[src/rtl/fifo_pkg.sv]
// Shared helpers for the FIFO family: clog2, pointer-width derivation and
// elaboration-time sanity checks on depth and threshold parameters.
package fifo_pkg;

  function automatic int clog2(input int value);
    int result;
    result = 0;
    for (int i = 0; i < 31; i++) begin
      if ((1 << i) < value) result = i + 1;
    end
    return result;
  endfunction

  // One extra MSB beyond the array index distinguishes full from empty.
  function automatic int ptr_width(input int depth);
    return clog2(depth) + 1;
  endfunction

  function automatic bit is_pow2(input int value);
    return (value > 0) && ((value & (value - 1)) == 0);
  endfunction

  function automatic bit params_ok(input int depth, input int af_level, input int ae_level);
    return is_pow2(depth) && (depth >= 4) &&
           (af_level >= 0) && (af_level <= depth) &&
           (ae_level >= 0) && (ae_level < depth);
  endfunction

endpackage

[src/rtl/sync_fifo_if.sv]
// Producer/consumer handshake bundle for sync_fifo; master drives data in and
// accepts data out, slave is the FIFO itself.
interface sync_fifo_if
  import fifo_pkg::*;
#(
    parameter int WIDTH = 8,
    parameter int DEPTH = 16
);
    localparam int LW = ptr_width(DEPTH);

    logic [WIDTH-1:0] din;
    logic             din_dv;
    logic             din_rdy;
    logic [WIDTH-1:0] dout;
    logic             dout_dv;
    logic             dout_rdy;
    logic [LW-1:0]    level;
    logic             almost_full;
    logic             almost_empty;
    logic             err_clr;
    logic             ovf;

    modport master (
        output din, din_dv, dout_rdy, err_clr,
        input  din_rdy, dout, dout_dv, level, almost_full, almost_empty, ovf
    );

    modport slave (
        input  din, din_dv, dout_rdy, err_clr,
        output din_rdy, dout, dout_dv, level, almost_full, almost_empty, ovf
    );

endinterface

[src/rtl/fifo_mem.sv]
// DEPTH x WIDTH register array: synchronous write port, asynchronous read port.
module fifo_mem #(
    parameter int WIDTH = 8,
    parameter int DEPTH = 16,
    parameter int AW    = 4
) (
    input  logic             clk,
    input  logic             we,
    input  logic [AW-1:0]    waddr,
    input  logic [WIDTH-1:0] wdata,
    input  logic [AW-1:0]    raddr,
    output logic [WIDTH-1:0] rdata
);

    logic [WIDTH-1:0] mem [DEPTH];

    // NOTE: storage has no reset; validity is tracked by the pointers, and
    // leaving it out keeps the array a plain register file.
    always_ff @(posedge clk) begin
        if (we) mem[waddr] <= wdata;
    end

    assign rdata = mem[raddr];

endmodule

[src/rtl/sync_fifo.sv]
// Single-clock show-ahead FIFO with valid/ready on both sides, fill level and
// almost-full/empty flags. Define SYNC_FIFO_ERR_EN for sticky overflow tracking.
module sync_fifo
  import fifo_pkg::*;
#(
    parameter int WIDTH    = 8,
    parameter int DEPTH    = 16,
    parameter int AF_LEVEL = DEPTH - 2,
    parameter int AE_LEVEL = 2
) (
    input logic         clk,
    input logic         rst_n,
    sync_fifo_if.slave  bus
);

    localparam int PW = ptr_width(DEPTH);
    localparam int AW = PW - 1;

    if (!params_ok(DEPTH, AF_LEVEL, AE_LEVEL)) begin : g_param_check
        $error("sync_fifo: DEPTH must be a power of two >= 4, AF_LEVEL <= DEPTH, AE_LEVEL < DEPTH");
    end

    logic [PW-1:0]    wr_ptr;
    logic [PW-1:0]    rd_ptr;
    logic [PW-1:0]    level;
    logic [WIDTH-1:0] rd_data;
    logic             init_done;
    logic             full;
    logic             empty;
    logic             din_rdy;
    logic             wr_en;
    logic             rd_en;

    // Modular difference of the extended pointers is the occupancy, 0..DEPTH.
    assign level   = wr_ptr - rd_ptr;
    assign full    = (level == PW'(DEPTH));
    assign empty   = (level == '0);
    assign din_rdy = init_done && !full;
    assign wr_en   = bus.din_dv && din_rdy;
    assign rd_en   = bus.dout_rdy && !empty;

    // NOTE: all state uses non-blocking assignments so every register samples
    // pre-edge values and simulation matches the synthesized flops.
    always_ff @(posedge clk or negedge rst_n) begin
        if (!rst_n) begin
            wr_ptr    <= '0;
            rd_ptr    <= '0;
            init_done <= 1'b0;
        end else begin
            init_done <= 1'b1;
            if (wr_en) wr_ptr <= wr_ptr + 1'b1;
            if (rd_en) rd_ptr <= rd_ptr + 1'b1;
        end
    end

    fifo_mem #(
        .WIDTH (WIDTH),
        .DEPTH (DEPTH),
        .AW    (AW)
    ) u_mem (
        .clk   (clk),
        .we    (wr_en),
        .waddr (wr_ptr[AW-1:0]),
        .wdata (bus.din),
        .raddr (rd_ptr[AW-1:0]),
        .rdata (rd_data)
    );

    assign bus.din_rdy      = din_rdy;
    assign bus.dout_dv      = !empty;
    assign bus.dout         = empty ? '0 : rd_data;
    assign bus.level        = level;
    assign bus.almost_full  = (level >= PW'(AF_LEVEL));
    assign bus.almost_empty = (level <= PW'(AE_LEVEL));

`ifdef SYNC_FIFO_ERR_EN
    logic ovf;

    // Clear takes priority over a same-edge overflow.
    always_ff @(posedge clk or negedge rst_n) begin
        if (!rst_n) begin
            ovf <= 1'b0;
        end else if (bus.err_clr) begin
            ovf <= 1'b0;
        end else if (bus.din_dv && !din_rdy && init_done) begin
            ovf <= 1'b1;
        end
    end

    assign bus.ovf = ovf;
`else
    logic unused_err_clr;

    assign unused_err_clr = bus.err_clr;
    assign bus.ovf        = 1'b0;
`endif

endmodule

[src/flat_wrapper.sv]
// flat-port wrapper written by rule: the top's interface ports become plain ports
module sync_fifo_flat import fifo_pkg::*;
#(
    parameter int WIDTH    = 8,
    parameter int DEPTH    = 16,
    parameter int AF_LEVEL = DEPTH - 2,
    parameter int AE_LEVEL = 2
)
  (clk, rst_n, bus_din, bus_din_dv, bus_dout_rdy, bus_err_clr, bus_din_rdy, bus_dout, bus_dout_dv, bus_level, bus_almost_full, bus_almost_empty, bus_ovf);
  sync_fifo_if #(.WIDTH(WIDTH), .DEPTH(DEPTH)) bus_i ();
  input logic clk;
  input logic rst_n;
  input wire logic [$bits(bus_i.din)-1:0] bus_din;
  input wire logic [$bits(bus_i.din_dv)-1:0] bus_din_dv;
  input wire logic [$bits(bus_i.dout_rdy)-1:0] bus_dout_rdy;
  input wire logic [$bits(bus_i.err_clr)-1:0] bus_err_clr;
  output wire logic [$bits(bus_i.din_rdy)-1:0] bus_din_rdy;
  output wire logic [$bits(bus_i.dout)-1:0] bus_dout;
  output wire logic [$bits(bus_i.dout_dv)-1:0] bus_dout_dv;
  output wire logic [$bits(bus_i.level)-1:0] bus_level;
  output wire logic [$bits(bus_i.almost_full)-1:0] bus_almost_full;
  output wire logic [$bits(bus_i.almost_empty)-1:0] bus_almost_empty;
  output wire logic [$bits(bus_i.ovf)-1:0] bus_ovf;
  assign bus_i.din = bus_din;
  assign bus_i.din_dv = bus_din_dv;
  assign bus_i.dout_rdy = bus_dout_rdy;
  assign bus_i.err_clr = bus_err_clr;
  assign bus_din_rdy = bus_i.din_rdy;
  assign bus_dout = bus_i.dout;
  assign bus_dout_dv = bus_i.dout_dv;
  assign bus_level = bus_i.level;
  assign bus_almost_full = bus_i.almost_full;
  assign bus_almost_empty = bus_i.almost_empty;
  assign bus_ovf = bus_i.ovf;
  sync_fifo #(.WIDTH(WIDTH), .DEPTH(DEPTH), .AF_LEVEL(AF_LEVEL), .AE_LEVEL(AE_LEVEL)) u_core (.clk(clk), .rst_n(rst_n), .bus(bus_i));
endmodule
[config.mk]
export PLATFORM = sky130hd
export DESIGN_NAME = sync_fifo_flat
export DESIGN_NICKNAME = d
export VERILOG_FILES = /design/src/rtl/fifo_pkg.sv /design/src/rtl/sync_fifo_if.sv /design/src/rtl/fifo_mem.sv /design/src/rtl/sync_fifo.sv /design/src/flat_wrapper.sv
export SDC_FILE = /design/constraint.sdc
export NUM_CORES = 1
export LEC_CHECK = 0
export ABC_AREA = 1
export CAP_MARGIN = 10
export CORE_ASPECT_RATIO = 0.75
export CORE_MARGIN = 2
export CORE_UTILIZATION = 45
export CTS_CLUSTER_DIAMETER = 40
export CTS_CLUSTER_SIZE = 14
export DETAILED_ROUTE_END_ITERATION = 10
export SYNTH_ARGS = -nofsm -noshare
export SYNTH_HDL_FRONTEND = slang
export SYNTH_SLANG_ARGS = --single-unit
[constraint.sdc]
create_clock -name clk -period 4.66 [get_ports clk]
set_input_delay 0.699 -clock clk [delete_from_list [all_inputs] [get_ports clk]]
set_output_delay 0.699 -clock clk [all_outputs]
set_load 0.02 [all_outputs]
### Word-level counts from Yosys, hierarchy flattened

Memory sizes are Yosys's and may differ from the RTL's.
Index checks and enable logic that the tools add are counted.

| word-level totals | value |
|---|---|
| memory bits (writable) | 128 |
| memories kept | 1 |
| input bits | 13 |
| register bits | 11 |

Memory list:

| memory | depth | bits a word | read ports | clocked after memory_dff | write ports | RTL line | text |
|---|---|---|---|---|---|---|---|
| u_core.u_mem.mem | 16 | 8 | 1 | 0 | 1 | fifo_mem.sv:15 | `logic [WIDTH-1:0] mem [DEPTH];` |

| cells by class | value |
|---|---|
| eq/ne operators | 1 |
| order comparisons | 2 |
| add/subtract/negate cells | 3 |
| muxes and demuxes | 3 |
| reductions and logical operators | 6 |

Operator list:

| cell | number |
|---|---|
| 5-bit by 1-bit adder with 5-bit output, second input constant | 2 |
| 8-bit two-way mux | 1 |
| 5-bit == test, second input constant | 1 |
| 5-bit by 4-bit greater-or-equal comparator with 1-bit output, second input constant | 1 |
| 5-bit by 2-bit less-or-equal comparator with 1-bit output, second input constant | 1 |
| 5-bit logical NOT | 1 |
| 5-bit subtractor | 1 |
| 1-bit logical AND | 3 |
| 1-bit logical NOT | 2 |
| 1-bit two-way mux | 2 |

### Logic depth before layout (Yosys ltp)

Gate-level depths: netlist of run 1.

| depth | value |
|---|---|
| word-level depth | 7 |
| depth in mapped cells | 13 |

### Modules after synthesis

From an unflattened synthesis of run 1, not the netlist that was laid out.

| unflattened totals | value |
|---|---|
| cell total of the unflattened synthesis | 670 |
| area, all modules | 6508.7 um^2 |

By module, submodules not included:

| module | cells each | times used | area an instance (um^2) |
|---|---|---|---|
| fifo_mem | 543 | 1 | 5606.6 |
| sync_fifo | 127 | 1 | 902.1 |

### Worst setup path before layout of run 1

OpenSTA, ideal clock, no wires.

| timing | value |
|---|---|
| path kind | flip-flop to output port |
| from | register u_core.rd_ptr[2] |
| to | output port bus_dout[0] |
| slack | 1.455 ns |
| data arrival time | 2.506 ns |
| cell stages (with the launch flop) | 10 |
| buffers on the path | 2 |
| data required time | 3.961 ns |
| path through | dfrtp_1 > buf_4 > inv_2 > buf_1 > ha_1 > xnor2_1 > nor2_4 > nand3_4 > nand2_1 > a21oi_1 |

| on the way | value |
|---|---|
| word-level cells in the longest chain between the ends | 3 |

Ends and longest elaborated chain:

| element | RTL line | text |
|---|---|---|
| start: declaration | sync_fifo.sv:24 | `logic [PW-1:0] rd_ptr;` |
| start signal: assignment | sync_fifo.sv:52 | `if (rd_en) rd_ptr <= rd_ptr + 1'b1;` |
| 5-bit subtractor | sync_fifo.sv:35 | `assign level = wr_ptr - rd_ptr;` |
| net bus_level[2] | flat_wrapper.sv:20 | `output wire logic [$bits(bus_i.level)-1:0] bus_level;` |
| 5-bit logical NOT | sync_fifo.sv:37 | `assign empty = (level == '0);` |
| 8-bit two-way mux | sync_fifo.sv:71 | `assign bus.dout = empty ? '0 : rd_data;` |
| end: declaration | flat_wrapper.sv:18 | `output wire logic [$bits(bus_i.dout)-1:0] bus_dout;` |

The timed path passes the listed nets, and every way through them passes these cells.

### Final worst setup path of run 1

| timing | value |
|---|---|
| from | register u_core.rd_ptr[2] |
| to | output port bus_dout[0] |

| on the way | value |
|---|---|
| word-level cells in the longest chain between the ends | 3 |

Ends and longest elaborated chain:

| element | RTL line |
|---|---|
| 5-bit subtractor | sync_fifo.sv:35 |
| 5-bit logical NOT | sync_fifo.sv:37 |
| 8-bit two-way mux * | sync_fifo.sv:71 |

Mark *: on every way between the ends. The rest lies on a longest branch, timed or not.

==> results_dict.tcl, run 1 <==
set metrics [dict create \
    status "completed" \
    finalSetupViolCount 0 \
    die_w_um 139 \
    synthArstFlopShare 0.0791 \
    cp_top_family "buffers and inverters" \
    p_leak_uw 0.00263 \
    synth-seq-cells 139 \
    post_cts_buffers 0 \
    tightestPinTransition_ns 0.901 \
    critPathBufInv 2 \
    p_total_uw 5090 \
    setup_tns_ns 0 \
    ys.flop_type "edfxtp_1" \
    path_clk_slew_ns 0.06 \
    post_drt_via_cell_ratio 5.27 \
    antenna_left 0 \
    cp-start-kind "flop" \
    drt_pre_antenna_iters 5 \
    final_cells 755 \
    fin_nets 595 \
    fill_cells 1115 \
    synth_fp_nets 567 \
    cts_tree "yes" \
    worstPathCellList "inv_2, ha_1, a21oi_1, nand3_1, nand2_2, nor2_4, nand3_4, nand2_1, a21oi_1, clkdlybuf4s50_1" \
    clk-insertion-delay-late_ns 0.42 \
    diodes 0 \
    routedWlPerCell_um 18.3 \
    multi_input_area_um2 1770 \
    num_rows 36 \
    areaGrowthSynthToFinish_pct 16.1 \
    drt_wl_total_mm 13.8 \
    yosysWarnings 0 \
    max_freq_mhz 246 \
    core-area_um2 13200 \
    required_ns 3.96 \
    hold_viol 0 \
    synth_edf_count 128 \
    grt_pass1_vias 3809 \
    cts.path.max_buffers 2 \
    synth_area_um2 6150 \
    initialDrtViolationCount 432 \
    synth_cell_types 36 \
    grt.overflow.total 0 \
    place_congestion 0.796 \
    finalCriticalPeriod_ns 4.06 \
    slew-limit-headroom 0.397 \
    rsz0062_at_grt "no" \
    dp_cells 724 \
    avgSynthCellArea_um2 11.3 \
    drc_errors 0 \
    grtUsageTotal 0.202 \
    ys_seq_area_frac 0.670 \
    crit_path_max_fanout 18 \
    ios 31 \
    cts_resized 0 \
    via_count 3982 \
    syn_inst 544 \
    io_buffers 28 \
    dp_slack_ns 1.09 \
    cp_common_cell "a21oi_1" \
    max-cap-violations 0 \
    max_stage_delay_ns 0.64 \
    min_period_over_period 0.871 \
    maxSlewViolCount 0 \
    endpoint_kind "primary output" \
    die_area_um2 14600 \
    hp-class "reg2reg" \
    clock-sinks 139 \
    setup_ws_ns 0.600 \
    antenna_found_initial 0 \
    power_density_nw_per_um2 713 \
    dieHeight_um 105 \
    cts_max_level 4 \
    dp_hpwl_mm 8.68 \
    ctsHoldBuffers 0 \
    cts_made_buffers 17 \
    register_area_um2 4120 \
    start_util 0.467 \
    critPathKind "reg2out" \
    grt_max_degree 53 \
    critPathSlowestCell "dfrtp_1" \
    grt_pass1_wl_mm 21.9 \
    drive_gt1_frac 0.103 \
    cts-root-buf "clkbuf_16" \
    worstPathArrival_ns 3.36 \
    ir_drop_uv 355 \
    fin_skew_ns 0.00842 \
]
worst register-to-register path, cell delays in order (launching register included):
cell      delay (ns)
dfrtp_2         0.57
ha_1            0.30
fa_1            0.46
nand3b_1        0.19
nand2_1         0.08
nand2_1         0.05
nand2_1         0.16
nor2_2          0.08
nand2_4         0.11
nand3_4         0.32
nor2_1          0.71
where the power goes:
group | switching, µW | total, µW | internal (µW)
combinational | 1400 | 2200 | 791
sequential | 111 | 1570 | 1460
clock | 488 | 1320 | 831
final cells by class:
cell class	count	area share
tap	171	0.0300
clock inverter	13	0.0214
inverter	30	0.0158
clock buffer	18	0.0601
multi-input combinational	349	0.249
sequential	139	0.577
timing repair buffer	35	0.0466
kinds of logic after synthesis:
kind of cell    synth area share
compound gates            0.0507
xor+xnor                 0.00855
fa+ha+maj                 0.0216
buf+inv                   0.0415
flops                      0.670
other cells              0.00122
simple gates               0.207
cells in the final DEF, fill, tap and decap left out, types with 7 or more instances in the layout:
master / n
a21oi_1: 12
buf_4: 7
clkbuf_16: 17
clkdlybuf4s50_1: 28
dfrtp_1: 10
edfxtp_1: 128
ha_1: 9
inv_1: 25
nand2_1: 125
nand3_1: 59
nor2_1: 62
nor2_4: 11
o21ai_0: 22
per-layer routing:
layer  up-vias  global-route usage  wire length, µm
met1      1926               0.286             6550
met3        15              0.0463              665
met4         0              0.0498              123
met2       108               0.319             6440
li1       1933                   -                -
met5         -                   0                0
Yosys cell counts, types with 2 or more instances:
cell type,number,area share
edfxtp_1,128,0.63
nand2_1,125,0.076
nor2_1,62,0.038
nand3_1,59,0.048
inv_1,25,0.015
o21ai_0,22,0.018
buf_2,16,0.013
a21oi_1,12,0.0098
dfrtp_1,11,0.045
nor2_4,11,0.020
ha_1,9,0.018
nand4_1,6,0.0061
o211ai_1,6,0.0073
clkbuf_1,5,0.0031
o2111ai_1,5,0.0071
o21ai_1,5,0.0041
xor2_1,5,0.0071
inv_2,4,0.0024
nor3_1,4,0.0033
buf_4,2,0.0024
conb_1,2,0.0012
nand2_2,2,0.0020
nand3_4,2,0.0057
nor2_2,2,0.0020
o22ai_1,2,0.0020
or2_2,2,0.0020
worst paths after layout:
check	startpoint	slack, ns	end	cells past startpoint
worst max-delay path	u_core.rd_ptr[2]	0.60	bus_dout[0]	10
worst min-delay path	u_core.wr_ptr[4]	0.50	u_core.wr_ptr[4]	2
worst max register to register	u_core.rd_ptr[0]	1.26	u_core.u_mem.mem[0][2]	10
worst min register to register	u_core.wr_ptr[4]	0.50	u_core.wr_ptr[4]	2
max in group asynchronous	rst_n	3.63	u_core.rd_ptr[0]	1
min in group asynchronous	rst_n	0.64	u_core.rd_ptr[2]	1
flip-flops by register name, indices dropped and copies added, names as in the netlist:
name              cells
u_core.init_done      1
u_core.u_mem.mem    128
u_core.rd_ptr         5
u_core.wr_ptr         5
through the flow:
stage / hold slack [ns] / cell area, µm² / util
after floorplan: 0.403 / 6150 / -
after global placement: 0.486 / 6550 / 0.498
after detailed placement: 0.491 / 6550 / 0.498
after CTS: 0.504 / 7140 / 0.543
after global routing: 0.566 / 7140 / 0.543
final: 0.504 / 7140 / 0.543
(Power assumes the default switching activity.)
==> inputs of run 2 (changes only) <==
--- a/config.mk
+++ b/config.mk
@@ -13,6 +13,8 @@
 export CTS_CLUSTER_DIAMETER = 40
 export CTS_CLUSTER_SIZE = 14
 export DETAILED_ROUTE_END_ITERATION = 10
+export MAX_ROUTING_LAYER = met4
+export SLEW_MARGIN = 40
 export SYNTH_ARGS = -nofsm -noshare
 export SYNTH_HDL_FRONTEND = slang
 export SYNTH_SLANG_ARGS = --single-unit
==> run 2 against run 1 <==
Net effect: worst setup slack lost 0.0062 ns; via count up 0.20%; sequential cell count did not move; largest cell class unchanged; sequential power about the same; non-clock buffer count is the same; total power about the same.
==> results_dict.tcl, run 2 (synthesis results as in run 1) <==
set metrics [dict create \
    slew-limit-headroom 0.479 \
    endpoint_kind "primary output" \
    max_freq_mhz 246 \
    register_area_um2 4120 \
    p_leak_uw 0.00263 \
    drc_errors 0 \
    final_util 0.543 \
    clk-insertion-delay-late_ns 0.41 \
    dp_hpwl_mm 8.68 \
    io_buffers 28 \
    antenna_left 0 \
    top_layer "met4" \
    setup_ws_ns 0.594 \
    areaGrowthSynthToFinish_pct 16.1 \
    startpoint "u_core.rd_ptr[2]" \
    clock-sinks 139 \
    placed_area_um2 6550 \
    ir_drop_uv 354 \
    largest_reg_flops 128 \
    num_rows 36 \
    dieHeight_um 105 \
    die_area_um2 14600 \
    rr_worst_depth 10 \
    reg2reg_slack_ns 1.26 \
    reg2reg_from "u_core.rd_ptr[0]" \
    place_congestion 0.807 \
    met1_length_mm 6.43 \
    via_count 3990 \
    min_period_over_period 0.873 \
    worstPathArrival_ns 3.37 \
    crit_path_max_fanout 18 \
    setup_tns_ns 0 \
    dr_wl_met2_mm 6.49 \
    tightestPinTransition_ns 0.778 \
    drt_wl_total_mm 13.8 \
    path_clk_slew_ns 0.06 \
    grt_pass1_vias 3812 \
    critPathKind "reg2out" \
    hp-class "reg2reg" \
    drt_pre_antenna_iters 7 \
    initialDrtViolationCount 391 \
    grt.overflow.total 0 \
    stdcell_area_um2 7140 \
    required_ns 3.96 \
    hold_start "u_core.wr_ptr[4]" \
    wl_met3_um 753 \
    diodes 0 \
    power_density_nw_per_um2 713 \
    cts_resized 0 \
    reg2reg_to "u_core.u_mem.mem[0][4]" \
    max-cap-violations 0 \
    cp-start-kind "flop" \
    fill_cells 1114 \
    p_total_uw 5090 \
    ctsHoldBuffers 0 \
    fin_skew_ns 0.00795 \
    cts_tree "yes" \
    dp_slack_ns 1.09 \
    die_w_um 139 \
    grt_max_degree 53 \
    core-area_um2 13200 \
    finalCriticalPeriod_ns 4.07 \
    finalSetupViolCount 0 \
    final_common_cell "edfxtp_1" \
    ios 31 \
    hold_viol 0 \
    grtUsageTotal 0.207 \
    antenna_found_initial 0 \
    drive_gt1_frac 0.106 \
    cts_max_level 4 \
    cts_made_buffers 17 \
    post_drt_via_cell_ratio 5.28 \
    rsz0062_at_grt "no" \
    regMostFlops "u_core.u_mem.mem" \
    routedWlPerCell_um 18.3 \
    fin_nets 595 \
    grt_pass1_wl_mm 21.9 \
    min_delay_path_depth 2 \
    maxSlewViolCount 0 \
    multi_input_area_um2 1780 \
    worstHoldEndpoint "u_core.wr_ptr[4]" \
    start_util 0.467 \
    top_regs "u_core.u_mem.mem (128), u_core.rd_ptr (5), u_core.wr_ptr (5)" \
    status "completed" \
    post_cts_buffers 0 \
    cts.path.max_buffers 2 \
    layout_common_cells "128 x edfxtp_1, 125 x nand2_1, 60 x nor2_1, 59 x nand3_1, 28 x clkdlybuf4s50_1" \
    cts-root-buf "clkbuf_16" \
]
-- run 2: routing by layer --
layer  vias to the layer above  track usage
li1                       1936            -
met1                      1935        0.288
met2                       108        0.317
met3                        11       0.0454
met4                         0       0.0498
met5                         -            -
-- run 2: stage by stage --
step / hold slack, ns / cells
final: 0.504 / 755
after floorplan: 0.403 / 544
after detailed placement: 0.491 / 724
after global placement: 0.486 / 724
after global routing: 0.566 / 755
after CTS: 0.504 / 755
-- run 2: how the worst max path moves through the flow --
stage / cells past startpoint / slack, ns / endpoint
floorplan: 9 / 1.46 / bus_dout[0]
global placement: 10 / 1.07 / bus_dout[0]
detailed placement: 9 / 1.09 / bus_dout[0]
CTS: 10 / 0.60 / bus_dout[0]
global route: 9 / 0.43 / bus_dout[7]
finish: 8 / 0.59 / bus_dout[0]
-- run 2: report_power, final --
part           internal, µW  switching [µW]
registers              1460             111
logic                   792            1410
clock network           831             486
-- run 2: layout make-up --
type | instances | area share
sequential | 139 | 0.577
inverter | 30 | 0.0158
timing repair buffer | 35 | 0.0466
tap | 171 | 0.0300
multi-input combinational | 349 | 0.249
clock buffer | 18 | 0.0601
clock inverter | 13 | 0.0214
-- run 2: worst max-delay path, stage by stage, from the launching register on --
cell and delay [ns]:
dfrtp_1 0.63, inv_2 0.30, ha_1 0.42, xnor2_1 0.37, nor2_4 0.11, nand3_4 0.15, nand2_1 0.15, a21oi_1 0.17
clkdlybuf4s50_1 0.64
==> inputs of run 3 (changes only) <==
--- a/config.mk
+++ b/config.mk
@@ -9,7 +9,7 @@
 export CAP_MARGIN = 10
 export CORE_ASPECT_RATIO = 0.75
 export CORE_MARGIN = 2
-export CORE_UTILIZATION = 45
+export CORE_UTILIZATION = 35
 export CTS_CLUSTER_DIAMETER = 40
 export CTS_CLUSTER_SIZE = 14
 export DETAILED_ROUTE_END_ITERATION = 10
==> run 3 against run 2 <==
Net effect: count of clock-buffer cells in the layout did not move; global-route usage decreased by 4.0 points; via count hardly changed; first-iteration DRC count up 0.26%; sequential share of layout area fell by 0.54 points; critical path depth unchanged; register-to-register slack worse by 0.10 ns; wire length up 2.8%; sequential power hardly changed; core utilization shrank 12 points; critical path type unchanged; largest cell class unchanged; largest power group unchanged.
==> results_dict.tcl, run 3 (synthesis results as in run 1) <==
set metrics [dict create \
    place_congestion 0.847 \
    dp_hpwl_mm 9.16 \
    layout_common_cells "128 x edfxtp_1, 125 x nand2_1, 61 x nor2_1, 59 x nand3_1, 27 x clkdlybuf4s50_1" \
    required_ns 3.96 \
    cts_tree "yes" \
    p_leak_uw 0.00262 \
    endpoint_kind "primary output" \
    fill_cells 1621 \
    regMostFlops "u_core.u_mem.mem" \
    grtUsageTotal 0.167 \
    io_buffers 28 \
    cts.path.max_buffers 2 \
    dieHeight_um 119 \
    start_util 0.361 \
    drc_errors 0 \
    finalCriticalPeriod_ns 4.14 \
    tightestPinTransition_ns 0.818 \
    post_cts_buffers 0 \
    die_w_um 157 \
    clock-sinks 139 \
    drt_pre_antenna_iters 4 \
    finalSetupViolCount 0 \
    setup_ws_ns 0.522 \
    cts_max_level 4 \
    largest_reg_flops 128 \
    cts_made_buffers 17 \
    drt_wl_total_mm 14.2 \
    via_count 3987 \
    post_drt_via_cell_ratio 4.87 \
    cp-start-kind "flop" \
    die_area_um2 18700 \
    diodes 0 \
    antenna_left 0 \
    ctsHoldBuffers 0 \
    grt_max_degree 49 \
    critPathKind "reg2out" \
    final_util 0.423 \
    hp-class "reg2reg" \
    grt.overflow.total 0 \
    power_density_nw_per_um2 710 \
    slew-limit-headroom 0.453 \
    ir_drop_uv 307 \
    crit_path_max_fanout 29 \
    worstPathArrival_ns 3.44 \
    initialDrtViolationCount 392 \
    drive_gt1_frac 0.105 \
    maxSlewViolCount 0 \
    cts_resized 0 \
    fin_nets 594 \
    ios 31 \
    antenna_found_initial 0 \
    top_regs "u_core.u_mem.mem (128), u_core.rd_ptr (5), u_core.wr_ptr (5)" \
    min_period_over_period 0.888 \
    cts-root-buf "clkbuf_16" \
    fin_skew_ns 0.00676 \
    grt_pass1_vias 3990 \
    path_clk_slew_ns 0.06 \
    rsz0062_at_grt "no" \
    max-cap-violations 0 \
    hold_ws_ns 0.512 \
    hold_viol 0 \
    max_freq_mhz 242 \
    status "completed" \
    dp_slack_ns 0.975 \
    areaGrowthSynthToFinish_pct 17.2 \
    clk-insertion-delay-late_ns 0.41 \
    routedWlPerCell_um 17.3 \
    grt_pass1_wl_mm 22.5 \
    core-area_um2 17000 \
    setup_tns_ns 0 \
    num_rows 41 \
    final_common_cell "edfxtp_1" \
]
## run 3: cell count changes in the layout (fill, tap and decap cells not counted), sizes merged
cell / previous run / this run
inv: 29 / 28
clkdlybuf4s50: 28 / 27
clkinv: 8 / 9
## run 3: final timing paths
kind                                        from                      to  slack, ns  cells past startpoint
worst max-delay path            u_core.rd_ptr[0]             bus_dout[0]       0.52                      8
worst min-delay path            u_core.rd_ptr[4]        u_core.rd_ptr[4]       0.51                      2
worst max register to register  u_core.rd_ptr[0]  u_core.u_mem.mem[0][3]       1.16                     10
worst min register to register  u_core.rd_ptr[4]        u_core.rd_ptr[4]       0.51                      2
max in group asynchronous                  rst_n        u_core.rd_ptr[0]       3.67                      1
min in group asynchronous                  rst_n        u_core.wr_ptr[1]       0.63                      1
## run 3: power by group
part           internal [µW]  switching, µW  leakage [µW]
Combinational            795           1420       0.00106
Clock                    832            494      0.000277
Sequential              1460            119       0.00129
Total                   3090           2030       0.00262
## run 3: stage by stage
step	power, µW	cells	cell area (µm²)
after global placement	3780	788	6630
after CTS	5150	819	7210
final	5120	819	7210
after detailed placement	3820	788	6630
after global routing	5430	819	7210
after floorplan	3000	544	6150
## run 3: critical path, cell delays in order (launching register included)
cell and delay [ns]:
dfrtp_2 0.62, ha_1 0.32, fa_1 0.46, xnor2_1 0.36
nor2_4 0.11, nand3_4 0.15, nand2_1 0.14, a21oi_1 0.21
clkdlybuf4s50_1 0.65
## run 3: cell type report
type / instances / area [µm²] / area share
inverter: 30 / 114 / 0.0158
tap: 236 / 295 / 0.0410
clock inverter: 13 / 153 / 0.0212
multi-input combinational: 349 / 1780 / 0.246
sequential: 139 / 4120 / 0.572
clock buffer: 18 / 429 / 0.0595
timing repair buffer: 34 / 320 / 0.0444
## run 3: per-layer routing
metal / track usage / routed length, µm / vias up
li1: - / - / 1935
met1: 0.229 / 6650 / 1940
met2: 0.255 / 6730 / 100
met3: 0.0403 / 676 / 12
met4: 0.0358 / 108 / 0
met5: - / 0 / -
